**src/rtl/copro_dispatch_if.sv**
```systemverilog
// rtl/copro_dispatch_if.sv - CPU user-instruction and coprocessor-bank signal bundle
interface copro_dispatch_if #(
  parameter int NUM_UNITS = 4,
  parameter int DATA_W    = 32,
  parameter int OPCODE_W  = 11
);
  logic                        cpu_valid;
  logic [OPCODE_W-1:0]         cpu_opcode;
  logic [DATA_W-1:0]           cpu_op0;
  logic [DATA_W-1:0]           cpu_op1;
  logic                        cpu_accept;
  logic                        cpu_complete;
  logic [DATA_W-1:0]           cpu_result;
  logic [NUM_UNITS-1:0]        u_valid;
  logic [NUM_UNITS-1:0]        u_ready;
  logic [OPCODE_W-1:0]         u_opcode;
  logic [DATA_W-1:0]           u_op0;
  logic [DATA_W-1:0]           u_op1;
  logic [NUM_UNITS-1:0]        u_done;
  logic [NUM_UNITS*DATA_W-1:0] u_result;

  // dispatcher view: answers the CPU, drives the coprocessor bank
  modport master (
    input  cpu_valid, cpu_opcode, cpu_op0, cpu_op1, u_ready, u_done, u_result,
    output cpu_accept, cpu_complete, cpu_result, u_valid, u_opcode, u_op0, u_op1
  );

  // environment view: the CPU and the coprocessor units
  modport slave (
    output cpu_valid, cpu_opcode, cpu_op0, cpu_op1, u_ready, u_done, u_result,
    input  cpu_accept, cpu_complete, cpu_result, u_valid, u_opcode, u_op0, u_op1
  );
endinterface

```
**src/rtl/copro_dispatch.sv**
```systemverilog
// rtl/copro_dispatch.sv - routes one LM32 user instruction to one of NUM_UNITS coprocessors
module copro_dispatch #(
  parameter int                NUM_UNITS      = 4,
  parameter int                SEL_W          = 2,
  parameter int                SEL_LSB        = 7,
  parameter int                DATA_W         = 32,
  parameter int                OPCODE_W       = 11,
  parameter int                TIMEOUT_CYCLES = 1024,
  parameter logic [DATA_W-1:0] ERR_RESULT     = 32'hDEAD_C0DE
) (
  input  logic             clk,
  input  logic             rst_n,
  copro_dispatch_if.master bus,
  output logic             busy,
  output logic             err_sticky,
  output logic [SEL_W-1:0] err_unit,
  input  logic             err_clr
);

  localparam logic [1:0] S_IDLE  = 2'd0;
  localparam logic [1:0] S_ISSUE = 2'd1;
  localparam logic [1:0] S_WAIT  = 2'd2;
  localparam logic [1:0] S_RESP  = 2'd3;

  localparam int               TMR_W    = $clog2(TIMEOUT_CYCLES);
  localparam logic [TMR_W-1:0] TMR_LAST = TMR_W'(TIMEOUT_CYCLES - 1);
  // one extra bit so NUM_UNITS == 2**SEL_W is representable
  localparam logic [SEL_W:0]   UNITS    = (SEL_W + 1)'(NUM_UNITS);

  logic [1:0]          state;
  logic [SEL_W-1:0]    sel;
  logic [OPCODE_W-1:0] opc_q;
  logic [DATA_W-1:0]   op0_q;
  logic [DATA_W-1:0]   op1_q;
  logic [DATA_W-1:0]   result_q;
  logic [TMR_W-1:0]    timer;
  logic                first_q;
  logic                unmapped_q;

  logic [SEL_W-1:0]    req_sel;
  logic                req_mapped;
  logic                expired;
  logic                ready_sel;
  logic                done_sel;
  logic [DATA_W-1:0]   res_sel;

  assign req_sel    = bus.cpu_opcode[SEL_LSB +: SEL_W];
  assign req_mapped = ({1'b0, req_sel} < UNITS);
  assign expired    = (timer == TMR_LAST);

  // pick out the selected unit's ready, done and result
  always_comb begin
    ready_sel = 1'b0;
    done_sel  = 1'b0;
    res_sel   = '0;
    for (int i = 0; i < NUM_UNITS; i++) begin
      if (sel == SEL_W'(i)) begin
        ready_sel = bus.u_ready[i];
        done_sel  = bus.u_done[i];
        res_sel   = bus.u_result[i*DATA_W +: DATA_W];
      end
    end
  end

  // one-hot issue strobe, only while the request is being offered
  always_comb begin
    bus.u_valid = '0;
    for (int i = 0; i < NUM_UNITS; i++) begin
      bus.u_valid[i] = (state == S_ISSUE) && (sel == SEL_W'(i));
    end
  end

  // an unmapped request accepts and completes in its single RESP cycle
  assign bus.cpu_accept   = ((state == S_ISSUE) && first_q) || ((state == S_RESP) && unmapped_q);
  assign bus.cpu_complete = (state == S_RESP);
  assign bus.cpu_result   = (state == S_RESP) ? result_q : '0;
  assign bus.u_opcode     = opc_q;
  assign bus.u_op0        = op0_q;
  assign bus.u_op1        = op1_q;
  assign busy             = (state != S_IDLE);

  // request FSM, issue timer and sticky error; an error set overrides err_clr
  always_ff @(posedge clk or negedge rst_n) begin
    if (!rst_n) begin
      state      <= S_IDLE;
      sel        <= '0;
      opc_q      <= '0;
      op0_q      <= '0;
      op1_q      <= '0;
      result_q   <= '0;
      timer      <= '0;
      first_q    <= 1'b0;
      unmapped_q <= 1'b0;
      err_sticky <= 1'b0;
      err_unit   <= '0;
    end else begin
      if (err_clr) begin
        err_sticky <= 1'b0;
      end
      case (state)
        S_IDLE: begin
          if (bus.cpu_valid) begin
            opc_q <= bus.cpu_opcode;
            op0_q <= bus.cpu_op0;
            op1_q <= bus.cpu_op1;
            sel   <= req_sel;
            if (req_mapped) begin
              state      <= S_ISSUE;
              timer      <= '0;
              first_q    <= 1'b1;
              unmapped_q <= 1'b0;
            end else begin
              state      <= S_RESP;
              result_q   <= ERR_RESULT;
              unmapped_q <= 1'b1;
              err_sticky <= 1'b1;
              err_unit   <= req_sel;
            end
          end
        end
        S_ISSUE: begin
          first_q <= 1'b0;
          if (expired) begin
            state      <= S_RESP;
            result_q   <= ERR_RESULT;
            err_sticky <= 1'b1;
            err_unit   <= sel;
          end else begin
            timer <= timer + 1'b1;
            if (ready_sel) begin
              state <= S_WAIT;
            end
          end
        end
        S_WAIT: begin
          if (done_sel) begin
            state    <= S_RESP;
            result_q <= res_sel;
          end else if (expired) begin
            state      <= S_RESP;
            result_q   <= ERR_RESULT;
            err_sticky <= 1'b1;
            err_unit   <= sel;
          end else begin
            timer <= timer + 1'b1;
          end
        end
        default: begin
          state      <= S_IDLE;
          unmapped_q <= 1'b0;
        end
      endcase
    end
  end

endmodule
```
**src/flat_wrapper.sv**
```systemverilog
// flat-port wrapper written by rule: the top's interface ports become plain ports
module copro_dispatch_flat 
#(
  parameter int                NUM_UNITS      = 4,
  parameter int                SEL_W          = 2,
  parameter int                SEL_LSB        = 7,
  parameter int                DATA_W         = 32,
  parameter int                OPCODE_W       = 11,
  parameter int                TIMEOUT_CYCLES = 1024,
  parameter logic [DATA_W-1:0] ERR_RESULT     = 32'hDEAD_C0DE
)
  (clk, rst_n, busy, err_sticky, err_unit, err_clr, bus_cpu_valid, bus_cpu_opcode, bus_cpu_op0, bus_cpu_op1, bus_u_ready, bus_u_done, bus_u_result, bus_cpu_accept, bus_cpu_complete, bus_cpu_result, bus_u_valid, bus_u_opcode, bus_u_op0, bus_u_op1);
  copro_dispatch_if #(.NUM_UNITS(NUM_UNITS), .DATA_W(DATA_W), .OPCODE_W(OPCODE_W)) bus_i ();
  input  logic clk;
  input  logic rst_n;
  output logic busy;
  output logic err_sticky;
  output logic [SEL_W-1:0] err_unit;
  input  logic err_clr;
  input wire logic [$bits(bus_i.cpu_valid)-1:0] bus_cpu_valid;
  input wire logic [$bits(bus_i.cpu_opcode)-1:0] bus_cpu_opcode;
  input wire logic [$bits(bus_i.cpu_op0)-1:0] bus_cpu_op0;
  input wire logic [$bits(bus_i.cpu_op1)-1:0] bus_cpu_op1;
  input wire logic [$bits(bus_i.u_ready)-1:0] bus_u_ready;
  input wire logic [$bits(bus_i.u_done)-1:0] bus_u_done;
  input wire logic [$bits(bus_i.u_result)-1:0] bus_u_result;
  output wire logic [$bits(bus_i.cpu_accept)-1:0] bus_cpu_accept;
  output wire logic [$bits(bus_i.cpu_complete)-1:0] bus_cpu_complete;
  output wire logic [$bits(bus_i.cpu_result)-1:0] bus_cpu_result;
  output wire logic [$bits(bus_i.u_valid)-1:0] bus_u_valid;
  output wire logic [$bits(bus_i.u_opcode)-1:0] bus_u_opcode;
  output wire logic [$bits(bus_i.u_op0)-1:0] bus_u_op0;
  output wire logic [$bits(bus_i.u_op1)-1:0] bus_u_op1;
  assign bus_i.cpu_valid = bus_cpu_valid;
  assign bus_i.cpu_opcode = bus_cpu_opcode;
  assign bus_i.cpu_op0 = bus_cpu_op0;
  assign bus_i.cpu_op1 = bus_cpu_op1;
  assign bus_i.u_ready = bus_u_ready;
  assign bus_i.u_done = bus_u_done;
  assign bus_i.u_result = bus_u_result;
  assign bus_cpu_accept = bus_i.cpu_accept;
  assign bus_cpu_complete = bus_i.cpu_complete;
  assign bus_cpu_result = bus_i.cpu_result;
  assign bus_u_valid = bus_i.u_valid;
  assign bus_u_opcode = bus_i.u_opcode;
  assign bus_u_op0 = bus_i.u_op0;
  assign bus_u_op1 = bus_i.u_op1;
  copro_dispatch #(.NUM_UNITS(NUM_UNITS), .SEL_W(SEL_W), .SEL_LSB(SEL_LSB), .DATA_W(DATA_W), .OPCODE_W(OPCODE_W), .TIMEOUT_CYCLES(TIMEOUT_CYCLES), .ERR_RESULT(ERR_RESULT)) u_core (.clk(clk), .rst_n(rst_n), .bus(bus_i), .busy(busy), .err_sticky(err_sticky), .err_unit(err_unit), .err_clr(err_clr));
endmodule
```
**config.mk**
```make
export PLATFORM = sky130hd
export DESIGN_NAME = copro_dispatch_flat
export DESIGN_NICKNAME = d
export VERILOG_FILES = /design/src/rtl/copro_dispatch_if.sv /design/src/rtl/copro_dispatch.sv /design/src/flat_wrapper.sv
export SDC_FILE = /design/constraint.sdc
export NUM_CORES = 1
export LEC_CHECK = 0
export ABC_AREA = 1
export CELL_PAD_IN_SITES_DETAIL_PLACEMENT = 1
export CELL_PAD_IN_SITES_GLOBAL_PLACEMENT = 1
export CORE_AREA = 2 2 128 130
export CTS_CLUSTER_DIAMETER = 50
export DETAILED_ROUTE_END_ITERATION = 16
export DIE_AREA = 0 0 130 132
export DONT_BUFFER_PORTS = 1
export HOLD_SLACK_MARGIN = 0.03
export PLACE_DENSITY_LB_ADDON = 0.1
export SLEW_MARGIN = 20
export SYNTH_ARGS = -nofsm -noshare
export SYNTH_HDL_FRONTEND = slang
export SYNTH_SLANG_ARGS = --single-unit
```
**constraint.sdc**
```tcl
create_clock -name clk -period 3.7 [get_ports clk]
set_input_delay 1.11 -clock clk [delete_from_list [all_inputs] [get_ports clk]]
set_output_delay 1.11 -clock clk [all_outputs]
set_load 0.01 [all_outputs]
```
==> reports/results.txt, run 1 <==
Multiplexer share of the synthesized area - 0%
Setup repair bufs after CTS - 0
Dpl ws - 1.047 ns
Cell area after layout - 7111 um^2
Fill count - 1974
Vias per cell - 5.272
Synth top area cells - dfrtp_1 (48%), nand2_1 (25%), nand3_1 (5.5%)
ANT cells - 0
DP Cell Count - 1052
Clk_lat worst skew - 0.42 ns
Synth Area in Compound Gates - 5.377%
Die Y - 132 um
CP Data Arrival Time - 1.77 ns
Multi-input combinational cell area - 2766 um^2
Core Region - 15710 um^2
Relative slew slack - 48.46%
Total CTS buffers - 17
Worst Tran Pin Value - 0.7731 ns
Distinct cells, synth - 32
Max Cap Viol - 0
Routed len/inst - 18.92 um
FF-to-FF End - u_core.timer[7]$_DFFE_PN0P_
M3 GR Usage - 6.696%
Rows - 46
Ys Warns - 0
Port bufs - 0
Crit Path Category - register to output port
Vias - 5715
PwrDens - 953.8 nW/um^2
Post-synthesis async set-or-reset flop share - 100.0%
WL final - 20510 um
Die boundary width - 130 um
Vias in the first global route - 5907
Largest family of logic cells by synthesized area - simple AND/OR/NAND/NOR gates
CTS Buffer Depth - 2
Nets - 1076
Die area - 17160 um^2
Post-detail-place hpwl - 15430 um
Switching pwr - 0.002977 W
First-pass GRT wire length - 31480 um
Max Fanout on Critical Path - 32
CTS H-tree depth - 4
Top Usage Layer GRT - met2
Gp weighted congestion - 0.8876
Startpoint Class - register
Share of the synthesized area in the top cell type - 48.45%
Cells along the critical path - ha_1 -> buf_4 -> nand2_1 -> inv_1
Leakage - 3.852 nW
Initial antenna violation count - 0
Post-synth EDFFs - 0
Seq pwr share - 38.5%
CTS Root Cell - clkbuf_16
CTS tree - yes
Comb pwr share - 35.2%
Period minus WS final - 2.882 ns
Synth Cell Area - 6352 um^2
Resize count post-CTS - 0
Worst hold path class - input pin to async pin
Clk slew on worst S/H paths - 0.06 ns
Run status - finished, final reports clean
Final Hold Fails - 0
Yosys reg bits - 123
Dominant cell type by area after synthesis - dfrtp_1
Antenna-violating nets left - 0
Max Slew Vio Count - 0
RR Startpoint - u_core.state[0]$_DFFE_PN0P_
Reg2reg path depth - 9
Simple-Gate Fraction of Synth Area - 36.77%
Final Non-Filler Cells - 1084
Setup_tns - 0 ns
Post-Synth Adder-Cell Area - 1.182%
CTS Hold Bufs - 0
Residual DRC - 0
Num ports - 332
Sequential Area - 3078 um^2
Sw Ratio - 43.90%
Tcrit/Tclk final - 77.89%
Synth Area in XOR/XNOR - 0.1379%
Crit path required time - 2.59 ns
Setup crit end kind - output port
Total clock sinks - 123
Clock skew - 0.008369 ns
GRT overflow - 0
Worst path max stage delay - 0.42 ns
Largest net degree at the start of global routing - 124
Initial DRC count - 321
Synth Flop Type - dfrtp_1
First-pass DRT Iterations - 4
Global-route met1 utilization - 26.91%
Final setup fails - 0
Initial Utilization - 40.43%
DP Area - 6475 um^2
Synth top cells by count - nand2_1 (430), dfrtp_1 (123), inv_1 (71), nand3_1 (70), a21oi_1 (30)
Mapped Avg Cell Area - 7.285 um^2
Mapped Cells - 872
Cell-internal power - 0.003805 W
Most common cell in the netlist - nand2_1
Worst reg2reg setup slack - 1.05 ns
Layout cells sized above 1 - 7.719%
GR Util met2 - 41.83%
Clock network power share - 26.4%
Syn_nets - 1093
GR Util All Layers - 23.87%
Crit path max-delay cell type - dfrtp_1
Overall power - 0.006782 W
Seq/Total Area, Yosys - 48.45%
Post-route setup slack - 0.8182 ns
Area growth syn-to-layout - 11.94%
F_max - 347.0 MHz
Peak VDD IR - 0.0005558 V
RSZ-0062 raised after global routing - no
[cells in the final DEF (no fill, tap or decap), types with 7 or more instances in the layout]
cell and instances:
o21ai_0 8, a21oi_1 30, nand3_2 10, nand4_1 7
nand3_1 70, clkbuf_16 17, nand2_1 429, dfrtp_1 123
nor2_1 17, buf_4 7, inv_1 71, o21ai_1 26
[logic make-up (layout without fill, tap and decap cells)]
| kind of cell | after synthesis | in the layout |
|---|---|---|
| fa+ha+maj | 6 | 6 |
| buf+inv | 120 | 116 |
| simple gates | 555 | 555 |
| flops | 123 | 123 |
| xor+xnor | 1 | 1 |
| compound gates | 67 | 67 |
[metrics by stage]
stage	hold WS [ns]	utilization [%]
after detailed placement	0.4895	41.21
final	0.3813	45.25
after CTS	0.3691	45.25
after global routing	0.3626	45.25
after global placement	0.4982	41.21
after floorplan	0.4524	-
[final cells by class]
class	instances	area share (%)
clock buffers	18	6.036
clock inverters	14	2.903
inverters	76	4.047
multi-input cells	629	38.91
flip-flops and latches	123	43.29
well taps	216	3.801
repair buffers	8	1.021
[sequential cells by signal, indices dropped and copies added (netlist names), 2 cells and up]
| signal | count |
|---|---|
| u_core.bus.u_op0 | 32 |
| u_core.bus.u_op1 | 32 |
| u_core.result_q | 32 |
| u_core.bus.u_opcode | 11 |
| u_core.timer | 10 |
| u_core.err_unit | 2 |
| u_core.state | 2 |
[critical path, delay by kind of cell, from the launching register on]
kind / cells / cell delay (ns)
flip-flops: 1 / 0.42
buffers and inverters: 2 / 0.51
AND/OR/NAND/NOR: 1 / 0.12
adder cells (fa/ha/maj): 1 / 0.27
[metal layers]
layer	vias up	part of all wire, %	routed length [um]
met5	-	0	0
met4	0	3.4	690
met3	46	7.2	1478
met2	251	51	10500
met1	2748	38	7844
li1	2670	-	-
[how the worst max path moves through the flow]
| stage | depth (start not counted) | slack, ns | startpoint | end |
|---|---|---|---|---|
| 2_1_floorplan | 4 | 1.47 | u_core.state[0]$_DFFE_PN0P_ | bus_cpu_result[10] |
| 3_3_place_gp | 9 | 1.24 | u_core.state[0]$_DFFE_PN0P_ | u_core.timer[1]$_DFFE_PN0P_ |
| 3_5_place_dp | 9 | 1.05 | u_core.state[0]$_DFFE_PN0P_ | u_core.timer[7]$_DFFE_PN0P_ |
| 4_1_cts | 4 | 0.80 | u_core.state[0]$_DFFE_PN0P_ | bus_cpu_result[10] |
| 5_1_grt | 4 | 0.70 | u_core.state[0]$_DFFE_PN0P_ | bus_cpu_result[10] |
| 6_report | 4 | 0.82 | u_core.state[0]$_DFFE_PN0P_ | bus_cpu_result[10] |
[power groups by stage]
stage | combinational (W) | sequential (W) | clock (W)
final | 0.00238 | 0.00261 | 0.00179
after global routing | 0.00274 | 0.00268 | 0.00188
after CTS | 0.00242 | 0.00262 | 0.00182
after detailed placement | 0.00241 | 0.00263 | 0
after global placement | 0.00227 | 0.00262 | 0
after floorplan | 0.00192 | 0.00240 | 0
Note: power is estimated with default switching activity, not from simulation.
==> run 2: changes to the inputs <==
CORE_AREA = 2 2 129 131   (was 2 2 128 130)
DIE_AREA = 0 0 131 133   (was 0 0 130 132)
clock period = 2.9 ns   (was 3.7 ns; I/O delays follow)
==> reports/results.txt, run 2 (synthesis results as in run 1) <==
Run status - finished, final reports clean
Setup_tns - 0 ns
Initial DRC count - 284
Fill count - 2036
WL final - 20200 um
Residual DRC - 0
CP Data Arrival Time - 1.83 ns
First-pass GRT wire length - 31020 um
Startpoint Class - register
Worst path max stage delay - 0.43 ns
Initial antenna violation count - 0
Peak VDD IR - 0.0005953 V
Core Region - 16170 um^2
Gp weighted congestion - 0.8039
Most common cell after layout, fill and taps aside - nand2_1
Setup crit end kind - output port
Resize count post-CTS - 0
Nets - 1078
Total clock sinks - 123
Final Non-Filler Cells - 1090
Setup repair bufs after CTS - 0
Routed len/inst - 18.54 um
CTS Root Cell - clkbuf_16
CTS tree - yes
Dpl ws - 0.5767 ns
Final setup fails - 0
Clock skew - 0.008406 ns
Leakage - 3.834 nW
Die Y - 133 um
Max Fanout on Critical Path - 32
Num ports - 332
Final Util - 43.64%
DP Cell Count - 1058
Crit Path Category - register to output port
CTS H-tree depth - 4
Vias - 5611
Max Cap Viol - 0
RR Startpoint - u_core.bus.u_opcode[8]$_DFFE_PN0P_
CTS Hold Bufs - 0
Clk_lat worst skew - 0.41 ns
Clk slew on worst S/H paths - 0.06 ns
Cells along the critical path - ha_1 -> buf_4 -> nand2_1 -> inv_1
Rows - 47
Top delay family on crit path - buffers and inverters
Crit path required time - 2.03 ns
Tcrit/Tclk final - 93.03%
GRT overflow - 0
Period minus WS final - 2.698 ns
Worst Tran Pin Value - 0.7632 ns
Antenna-violating nets left - 0
Final Hold Fails - 0
Post-route setup slack - 0.2020 ns
Die boundary width - 131 um
Buf/Inv on CP - 2
Reg2reg path depth - 5
Most frequent cells in the layout - nand2_1 (429), dfrtp_1 (123), inv_1 (71), nand3_1 (70), a21oi_1 (30)
GR Util All Layers - 23.13%
Crit path max-delay cell type - dfrtp_1
ANT cells - 0
Area growth syn-to-layout - 11.09%
CTS Buffer Depth - 2
Die area - 17420 um^2
First-pass DRT Iterations - 4
Worst reg2reg setup slack - 0.59 ns
F_max - 370.6 MHz
Post-detail-place hpwl - 15350 um
Max Slew Vio Count - 0
PwrDens - 1182 nW/um^2
Layout cells sized above 1 - 8.046%
Total CTS buffers - 17
Worst hold path class - input pin to async pin
FF-to-FF End - u_core.timer[6]$_DFFE_PN0P_
Largest net degree at the start of global routing - 124
RSZ-0062 raised after global routing - no
Port bufs - 0
Relative slew slack - 49.12%
Vias in the first global route - 5970
Initial Utilization - 39.28%
Vias per cell - 5.148
-- run 2: cell types whose count changed in the layout (fill, tap and decap cells not counted) --
cell       previous run  this run
bufinv_16             4         1
clkinv_4              3         4
clkbuf_8              0         1
clkinv_2              0         2
clkbuf_1              1         0
buf_12                1         0
buf_4                 7        10
-- run 2: per-layer routing --
layer	track usage [%]	part of all wire, %	vias to the layer above
met1	25.92	39	2672
met5	0	0	-
met4	8.511	2.5	0
met3	6.591	7.5	41
li1	-	-	2671
met2	41.19	51	227
-- run 2: worst reg2reg max path, cell delays in order, from the launching register on --
cell     delay, ns
dfrtp_1       0.68
nand2_2       0.22
or2_1         0.31
nand3_4       0.15
nand3_1       0.53
o21ai_1       0.34
-- run 2: area by class of cell --
type | instances | area, um^2 | share of cell area (%)
sequential | 123 | 3078 | 43.62
multi-input combinational | 629 | 2766 | 39.20
clock buffer | 18 | 439.2 | 6.223
inverter | 76 | 287.8 | 4.078
tap | 220 | 275.3 | 3.901
clock inverter | 14 | 135.1 | 1.915
timing repair buffer | 10 | 75.07 | 1.064
-- run 2: metrics by stage --
stage          area (um^2)  hold slack (ns)  total power [W]
2_1_floorplan         6352           0.4524         0.005514
3_3_place_gp          6482           0.4918         0.006224
3_5_place_dp          6482           0.4869         0.006390
4_1_cts               7057           0.1273         0.008479
5_1_grt               7057           0.1276         0.009038
6_report              7057           0.1501         0.008341
-- run 2: report_power, final --
group          switching, W  total (W)  internal (W)
clock network      0.000829    0.00205       0.00122
registers          0.000856    0.00330       0.00245
logic               0.00205    0.00299      0.000938
total               0.00374    0.00834       0.00460
-- run 2: worst max path at each step --
stage / start / to / slack, ns / cells past startpoint
6_report: u_core.state[1]$_DFFE_PN0P_ / bus_cpu_result[22] / 0.20 / 4
5_1_grt: u_core.state[1]$_DFFE_PN0P_ / bus_cpu_result[22] / 0.06 / 4
4_1_cts: u_core.state[1]$_DFFE_PN0P_ / bus_cpu_result[22] / 0.16 / 4
3_5_place_dp: u_core.bus.u_opcode[8]$_DFFE_PN0P_ / u_core.timer[3]$_DFFE_PN0P_ / 0.58 / 5
3_3_place_gp: u_core.bus.u_opcode[8]$_DFFE_PN0P_ / u_core.timer[2]$_DFFE_PN0P_ / 0.68 / 6
2_1_floorplan: u_core.state[0]$_DFFE_PN0P_ / bus_cpu_result[10] / 0.91 / 4
